**config.mk**
```make
export PLATFORM = sky130hd
export DESIGN_NAME = cg_phase_sequencer
export DESIGN_NICKNAME = d
export VERILOG_FILES = /design/src/rtl/cg_ctrl_pkg.sv /design/src/rtl/cg_sweep_counter.sv /design/src/rtl/cg_phase_sequencer.sv
export SDC_FILE = /design/constraint.sdc
export NUM_CORES = 1
export LEC_CHECK = 0
export CAP_MARGIN = 25
export CORE_UTILIZATION = 30
export CTS_BUF_LIST = sky130_fd_sc_hd__clkbuf_8
export DETAILED_ROUTE_END_ITERATION = 6
export DONT_BUFFER_PORTS = 1
export GPL_TIMING_DRIVEN = 0
export PLACE_DENSITY = 0.44
export SYNTH_ARGS = -nofsm -noshare
export SYNTH_HDL_FRONTEND = slang
export SYNTH_SLANG_ARGS = --single-unit
export TNS_END_PERCENT = 1
```
**constraint.sdc**
```tcl
create_clock -name clk -period 3.5 [get_ports clk]
set_clock_uncertainty 0.05 [all_clocks]
set_input_delay 0.7 -clock clk [delete_from_list [all_inputs] [get_ports clk]]
set_output_delay 0.7 -clock clk [all_outputs]
set_load 0.05 [all_outputs]
```
**src/rtl/cg_ctrl_pkg.sv**
```systemverilog
// cg_ctrl_pkg: phase encoding and sizing helpers shared by the CG sequencer files
package cg_ctrl_pkg;
    typedef enum logic [2:0] {
        PH_IDLE      = 3'd0,
        PH_MATVEC    = 3'd1,
        PH_DOT_PAP   = 3'd2,
        PH_UPDATE_XR = 3'd3,
        PH_DOT_RR    = 3'd4,
        PH_UPDATE_P  = 3'd5,
        PH_CHECK     = 3'd6,
        PH_DONE      = 3'd7
    } phase_e;
    localparam int ITER_WIDTH_DEF = 11;
    function automatic logic [31:0] depth_of(input logic [31:0] total, input int units);
        return total / 32'(units);
    endfunction
endpackage

```
**src/rtl/cg_sweep_counter.sv**
```systemverilog
// cg_sweep_counter: walks a vector read address from 0 to depth-1, holding while stalled
module cg_sweep_counter #(
    parameter int W = 32
) (
    input  logic         clk,
    input  logic         reset,
    input  logic         load,
    input  logic [W-1:0] depth,
    input  logic         stall,
    output logic [W-1:0] address,
    output logic         valid,
    output logic         complete
);
    logic running;
    logic last;
    assign valid = running && !stall;
    assign last = address == depth - W'(1);
    always_ff @(posedge clk) begin
        if (reset) begin
            address  <= '0;
            running  <= 1'b0;
            complete <= 1'b0;
        end else if (load) begin
            address  <= '0;
            running  <= 1'b1;
            complete <= 1'b0;
        end else if (valid) begin
            address  <= last ? '0 : address + W'(1);
            running  <= !last;
            complete <= last;
        end
    end
endmodule

```
**src/rtl/cg_phase_sequencer.sv**
```systemverilog
// cg_phase_sequencer: steps the CG datapath through its per-iteration phases and owns iteration/halt control
module cg_phase_sequencer
    import cg_ctrl_pkg::*;
#(
    parameter int NO_OF_UNITS    = 8,
    parameter int ADDRESS_WIDTH  = 32,
    parameter int MAX_ITERATIONS = 3,
    parameter int ITER_WIDTH     = ITER_WIDTH_DEF
) (
    input  logic                     clk,
    input  logic                     reset,
    input  logic                     start,
    input  logic                     abort,
    input  logic [31:0]              total,
    input  logic                     converged,
    input  logic                     phase_done,
    input  logic                     read_stall,
    output logic [2:0]               phase,
    output logic                     phase_start,
    output logic [ADDRESS_WIDTH-1:0] read_address,
    output logic                     read_valid,
    output logic                     busy,
    output logic                     halt,
    output logic [ITER_WIDTH-1:0]    iteration_count,
    output logic                     cfg_error
);
    localparam int IW = ITER_WIDTH + 1;
    phase_e state, next;
    logic [31:0] req_depth, depth;
    logic [ITER_WIDTH:0] iter_plus;
    logic [ITER_WIDTH-1:0] iter_inc;
    logic idle_or_done, in_sweep_phase, accept, reject, last_iter, enter, done_flag, complete;

    assign req_depth = depth_of(total, NO_OF_UNITS);
    assign idle_or_done = state == PH_IDLE || state == PH_DONE;
    assign in_sweep_phase = state >= PH_MATVEC && state <= PH_UPDATE_P;
    assign accept = !abort && start && idle_or_done && req_depth != '0;
    assign reject = !abort && start && idle_or_done && req_depth == '0;
    // the carry out of iter_plus marks an all-ones count, which must saturate
    assign iter_plus = {1'b0, iteration_count} + IW'(1);
    assign iter_inc = iter_plus[ITER_WIDTH] ? iteration_count : iter_plus[ITER_WIDTH-1:0];
    assign last_iter = converged || iter_plus == IW'(MAX_ITERATIONS);
    assign enter = next != state && next >= PH_MATVEC && next <= PH_UPDATE_P;

    cg_sweep_counter #(.W(ADDRESS_WIDTH)) sweep (
        .clk      (clk),
        .reset    (reset || abort),
        .load     (enter),
        .depth    (ADDRESS_WIDTH'(depth)),
        .stall    (read_stall),
        .address  (read_address),
        .valid    (read_valid),
        .complete (complete)
    );

    always_ff @(posedge clk) begin
        if (reset) state <= PH_IDLE;
        else state <= next;
    end

    always_comb begin
        next = state;
        if (abort) next = PH_IDLE;
        else if (idle_or_done) next = accept ? PH_MATVEC : state;
        else if (state == PH_CHECK) next = last_iter ? PH_DONE : PH_MATVEC;
        else if (complete && done_flag) next = phase_e'(state + 3'd1);
    end

    always_comb begin
        phase = state;
        busy  = !idle_or_done;
    end

    always_ff @(posedge clk) begin
        if (reset) begin
            depth           <= '0;
            done_flag       <= 1'b0;
            phase_start     <= 1'b0;
            cfg_error       <= 1'b0;
            halt            <= 1'b0;
            iteration_count <= '0;
        end else begin
            phase_start <= enter;
            cfg_error   <= reject;
            done_flag   <= next != state ? 1'b0 : done_flag || (phase_done && in_sweep_phase);
            if (accept) begin
                depth           <= req_depth;
                halt            <= 1'b0;
                iteration_count <= '0;
            end else if (state == PH_CHECK && !abort) begin
                halt            <= last_iter;
                iteration_count <= iter_inc;
            end
        end
    end
endmodule

```
Word-level counts from Yosys, hierarchy flattened. Index checks and enable logic that the tools add are counted.

Add/subtract/negate cells: 4. Shifts and indexed selects: 0. $lt $le $gt $ge: 4. Reduce and logical (&&, ||, !) cells: 27. Eq/ne operators: 5. Multiplexer cells: 9. Divide/modulo/power cells: 0. Multipliers: 0. Bitwise gates (word level): 1.

Operators by type and width (number): 32-bit by 1-bit adder with 32-bit output (second input constant) (1); 32-bit equality test (1); 32-bit zero test (1); 32-bit two-way mux (1); 32-bit nonzero test (1); 29-bit by 1-bit subtractor with 30-bit output (second input constant) (1); 3-bit two-way mux (6); 11-bit by 1-bit adder with 12-bit output (second input constant) (1); 12-bit by 2-bit equality test with 1-bit output (second input constant) (1); 1-bit logical AND (11); 3-bit equality test (second input constant) (2); 3-bit by 1-bit >= comparator with 1-bit output (second input constant) (2); 3-bit <= comparator (second input constant) (2); 2-bit OR reduction (3); 1-bit zero test (4); 1-bit logical OR (4); 3-bit by 1-bit adder with 3-bit output (second input constant) (1); 3-bit zero test (1); 3-bit inequality test (1); 1-bit two-way mux (2); 2-bit AND reduction (1); 2-bit nonzero test (1); 1-bit inverter (1).

Memory bits (read-only): 0. Flip-flop bits (word level): 81. Latch bits: 0. Input port bits: 39. Memories: 0. RAM bits: 0. Output and inout bits: 51.

Longest topological paths before layout.
Depth after elaboration: 11. Gate-level depth with buffers: 12. Mapped depth without buffers: 11.

By module. Synthesis repeated with hierarchy kept, for this count alone.

Cells, all modules: 635. Area, all modules: 5305.1 um2.

By module, submodules not included: cg_sweep_counter (cells an instance 343, area an instance 2975.4 um2, times used 1); cg_phase_sequencer (cells an instance 292, area an instance 2329.7 um2, times used 1).

Worst setup path before layout. No wires, ideal clock.

Path kind: register to register. Start point: register iteration_count[0]. End point: register sweep.address[10]. Arrival time: 3.163 ns. Buffers on the path: 2. Slack: 0.153 ns. Data required time: 3.317 ns. Stages on the path, launching flop included: 11. Clock period less this slack: 3.347 ns. Cell sequence: dfxtp_1 > ha_1 > clkbuf_1 > and2_4 > or4_1 > a2111oi_2 > nor4_1 > o2111a_1 > a2111oi_4 > buf_4 > nor4_1.

Longest elaborated chain between the ends: 11. Elaborated cells between the ends (all ways): 13. Classes of those cells: add/sub: 1; order compare: 2; eq/ne: 2; mux: 4; reduce/logical: 4.

RTL lines: start: declaration (RTL line cg_phase_sequencer.sv:24) `output logic [ITER_WIDTH-1:0] iteration_count,`; start signal: assignment (RTL line cg_phase_sequencer.sv:92) `iteration_count <= iter_inc;`; 11-bit by 1-bit adder with 12-bit output (*) (RTL line cg_phase_sequencer.sv:40) `assign iter_plus = {1'b0, iteration_count} + IW'(1);`; 12-bit by 2-bit equality test with 1-bit output (*) (RTL line cg_phase_sequencer.sv:42) `assign last_iter = converged || iter_plus == IW'(MAX_ITERATIONS);`; 1-bit logical OR (*) (RTL line cg_phase_sequencer.sv:42); 3-bit two-way mux (*) (2 in a row) (RTL line cg_phase_sequencer.sv:65) `else if (state == PH_CHECK) next = last_iter ? PH_DONE : PH_MATVEC;`; 3-bit two-way mux (*) (RTL line cg_phase_sequencer.sv:64) `else if (idle_or_done) next = accept ? PH_MATVEC : state;`; 3-bit two-way mux (*) (RTL line cg_phase_sequencer.sv:63) `if (abort) next = PH_IDLE;`; 3-bit by 1-bit >= comparator with 1-bit output or 3-bit inequality test (tied branches) (RTL line cg_phase_sequencer.sv:43) `assign enter = next != state && next >= PH_MATVEC && next <= PH_UPDATE_P;`; 1-bit logical AND (RTL line cg_phase_sequencer.sv:43); 1-bit logical AND (*) (RTL line cg_phase_sequencer.sv:43); 2-bit OR reduction (no line) (*); end signal: assignment (RTL line cg_sweep_counter.sv:28) `address <= last ? '0 : address + W'(1);`; end: declaration (RTL line cg_sweep_counter.sv:10) `output logic [W-1:0] address,`.

Mark *: on every way between the ends. The rest lies on a longest branch, timed or not. A chain may end at the register's enable or synchronous reset.

Worst setup path in the final report.
Start point: register iteration_count[2]. End point: register sweep.address[10].

Same word-level chain as after synthesis.

==> results.md <==
* Outcome: finished, final reports clean
* Top FF cell, synth: dfxtp_1
* Width of the die at 131 um
* Largest net degree at the start of global routing at 14
* First-pass GRT wire length at about 24000 um
* Worst Hold Depth at 2
* Number of synthesis warnings at 0
* Final setup fails at 0
* Crit end category: flip-flop
* DR vias/cell at ~5.3
* Slew margin rel. at ~50%
* WL met1 at roughly 6700 um
* HP Class: primary input to flip-flop
* Gr ovfl total at 0
* R2R depth at 11
* Register area at 1640 um^2
* TritonRoute pass-1 iters at 4
* FF-to-FF End: sweep.address[10]
* Cells after Synth at 596
* Worst path slowest cell: a2111oi_4
* Share of cells above drive strength 1 at between 10% and 20%
* DP Wirelength at 11600 um
* GP Congestion at between 0.8 and 0.9
* Static leakage at 2.00 nW
* Initial Util at 31.0%
* Yosys cell types at 64
* R2R setup slack at about 0.16 ns
* Htree depth at 3
* Reg-to-reg critical path startpoint: iteration_count[2]
* Post-route DRC at 0
* Top routing layer in use: met4
* Count leader, synth: dfxtp_1
* Synth top cells by count: 81 x dfxtp_1, 71 x nor2_1, 52 x xnor2_1
* Antenna cells at 0
* Max Fanout on Critical Path at 10
* Final min period at ~3.3 ns
* Post-synth top area cell: dfxtp_1
* CTS buffer count at 9
* CTS clk-pin slew, worst paths at ~0.090 ns
* Tightest Pin Transition at approximately 0.75 ns
* Synth top area cells: dfxtp_1 33%, xnor2_1 9.2%, mux2i_1 6.6%
* Yosys reg bits at just over 80
* Pins Over Slew Limit at 0
* Post-synth EDFFs at 0
* Mapped cell area at 4980 um^2
* FP Rows at 46
* Root buffer cell: clkbuf_8
* Hold Startpoint: total[23]
* Pre-CTS setup slack at -0.569 ns
* Max rail drop VDD at 0.216 mV
* Multi-input logic area at approximately 3200 um^2
* Metal3 WL at 1280 um
* DRC violation total after the first TritonRoute iteration at roughly 240
* Die Span Y at between 100 and 150 um
* GRT Resource Usage Total at between 10% and 20%
* Initial antenna violation count at 0
* CTS tree: built
* Synthesized Nets at around 640
* Syn Area/Cell at approximately 8.3 um^2
* Post-synth top area share at 32.6%
* Async set or reset register ratio after synthesis at 0%
* Area delta synth->final at 13.2%
* Hold path endpoint: depth[20]
* Boundary pin count at 90
* Worst Path Required at between 3 and 4 ns
* Met2 WL at about 6700 um
* Tcrit/Tclk final at between 90% and 100%
* Seq/Total Area, Yosys at 32.6%
* CP Class: flip-flop to flip-flop
* Number of fill cells in the layout at 1687
* Wire length per cell at around 18 um
* Final worst slack at 0.157 ns
* Final total power at a little over 2 mW
* Clock latency on the worst-skew pair at around 0.38 ns
* DRT Wirelength at between 15000 and 20000 um
* Final Util at 35.1%
* Crit path arrival time at 3.53 ns
* Crit path launch type: flip-flop
* Total of max-cap violations at 0
* Port bufs at 0
* CP max stage delay at approximately 0.57 ns
* Vias in the first global route at about 4400
* DIE AREA at approximately 17000 um^2
* Worst-path cell chain: buf_2 > and4_4 > and2_4 > o2111ai_1 > a2111oi_4 > nor4_2 > o2111a_1 > a2111oi_4 > buf_4 > buf_4 > nor4_1
* Clock buffer depth at 2
* Core area at around 16000 um^2
* ANT nets after route at 0
* CTS sink count at 81
* Via count at between 4000 and 5000
* Max Freq at between 0.2 and 0.3 GHz
* P per Cell Area at around 360 nW/um^2
* Final hold viol count at 0
* Final Net Count at ~660
==> stage by stage <==
stage	instance area [um^2]	cells	TNS [ns]	hold slack [ns]
4_1_cts	5510	833	-1.52	0.394
6_report	5630	834	0	0.417
2_1_floorplan	4980	596	0	0.417
5_1_grt	5630	834	-0.634	0.403
3_5_place_dp	5250	813	-27.31	0.453
3_3_place_gp	5250	812	-27.48	0.460
==> cell families (layout without fill, tap and decap cells) <==
| group | after synthesis | count (layout) | synth area share [%] |
|---|---|---|---|
| DFF | 81 | 81 | 32.6 |
| AOI/OAI and AO/OA | 61 | 61 | 9.23 |
| xor gates and xnor gates | 83 | 83 | 14.6 |
| buffers and inverters | 53 | 75 | 4.50 |
| adders and majority gates | 8 | 8 | 2.01 |
| muxes | 34 | 34 | 6.86 |
| and+or+nand+nor | 276 | 276 | 30.2 |
==> layout by cell type, fill, tap and decap left out, types with 3 or more instances in the layout <==
cell	netlist	final
dfxtp_1	81	69
nand4_1	14	14
inv_1	14	12
a311oi_1	3	3
clkbuf_4	0	3
xnor2_1	52	52
or4_1	9	9
a21oi_1	9	9
clkbuf_1	26	23
nor2_1	71	71
nor4_1	44	40
nand3b_1	4	4
nand3_1	23	23
and2_1	3	3
clkbuf_2	1	3
and3_1	12	12
o21a_1	4	4
nor4_2	3	5
dfxtp_2	0	11
nand2_1	31	31
ha_1	8	7
xor2_1	31	31
buf_2	7	6
o21ai_0	14	12
nor3_1	25	23
nand2b_1	7	7
or3_1	7	7
mux2i_1	33	33
a211oi_1	5	4
buf_4	2	9
nor4b_1	4	4
a31oi_1	3	3
nand4b_1	4	4
clkbuf_8	0	10
==> worst max-delay path by stage <==
stage / endpoint / startpoint / slack, ns / cells past startpoint
after floorplan: sweep.address[10] / iteration_count[0] / 0.15 / 10
after global placement: depth[15] / total[29] / -0.58 / 8
after detailed placement: depth[7] / total[29] / -0.57 / 8
after CTS: sweep.address[19] / iteration_count[0] / -0.1 / 11
after global routing: sweep.address[16] / iteration_count[2] / -0.05 / 11
final: sweep.address[10] / iteration_count[2] / 0.16 / 11
==> cell type report <==
class                           instances  share of cell area (%)
Timing Repair Buffer                    8                    1.02
Inverter                               14                    1.00
Clock inverter                          5                    1.00
Sequential cell                        81                    29.1
Tap cell                              216                    4.80
Clock buffer                           10                    2.44
Buffer                                 38                    3.18
Multi-Input combinational cell        462                    57.5
==> sequential cells by signal, indices dropped and copies added (netlist names) <==
signal,cells
phase,3
done_flag,1
iteration_count,11
sweep.running,1
cfg_error,1
halt,1
sweep.address,32
phase_start,1
depth,29
sweep.complete,1
==> critical path, delay by kind of cell, from the launching register on <==
| family | cells | cell delay, ns |
|---|---|---|
| AOI/OAI and AO/OA | 4 | 1.41 |
| buffers and inverters | 3 | 0.61 |
| DFF | 1 | 0.50 |
| and+or+nand+nor | 4 | 0.62 |
==> where the power goes <==
part	internal [mW]	switching, mW	total (mW)
clock network	0.344	0.369	0.713
registers	0.939	0.0284	0.967
logic	0.140	0.194	0.334
total	1.42	0.591	2.01
==> timing repair <==
item / 4_1_cts / 5_1_grt
pin swaps: 3 / 3
setup endpoints to repair: 55 / 55
resized for setup: 9 / 30
hold buffers: 0 / 0
buffers inserted: 5 / 2
==> layer usage <==
metal | track usage (%) | vias up
met2 | 29.4 | 116
met5 | 0 | -
met4 | 8.32 | 0
met3 | 5.94 | 22
li1 | - | 2195
met1 | 23.1 | 2125
No activity file was read; power rests on OpenSTA's default activity.
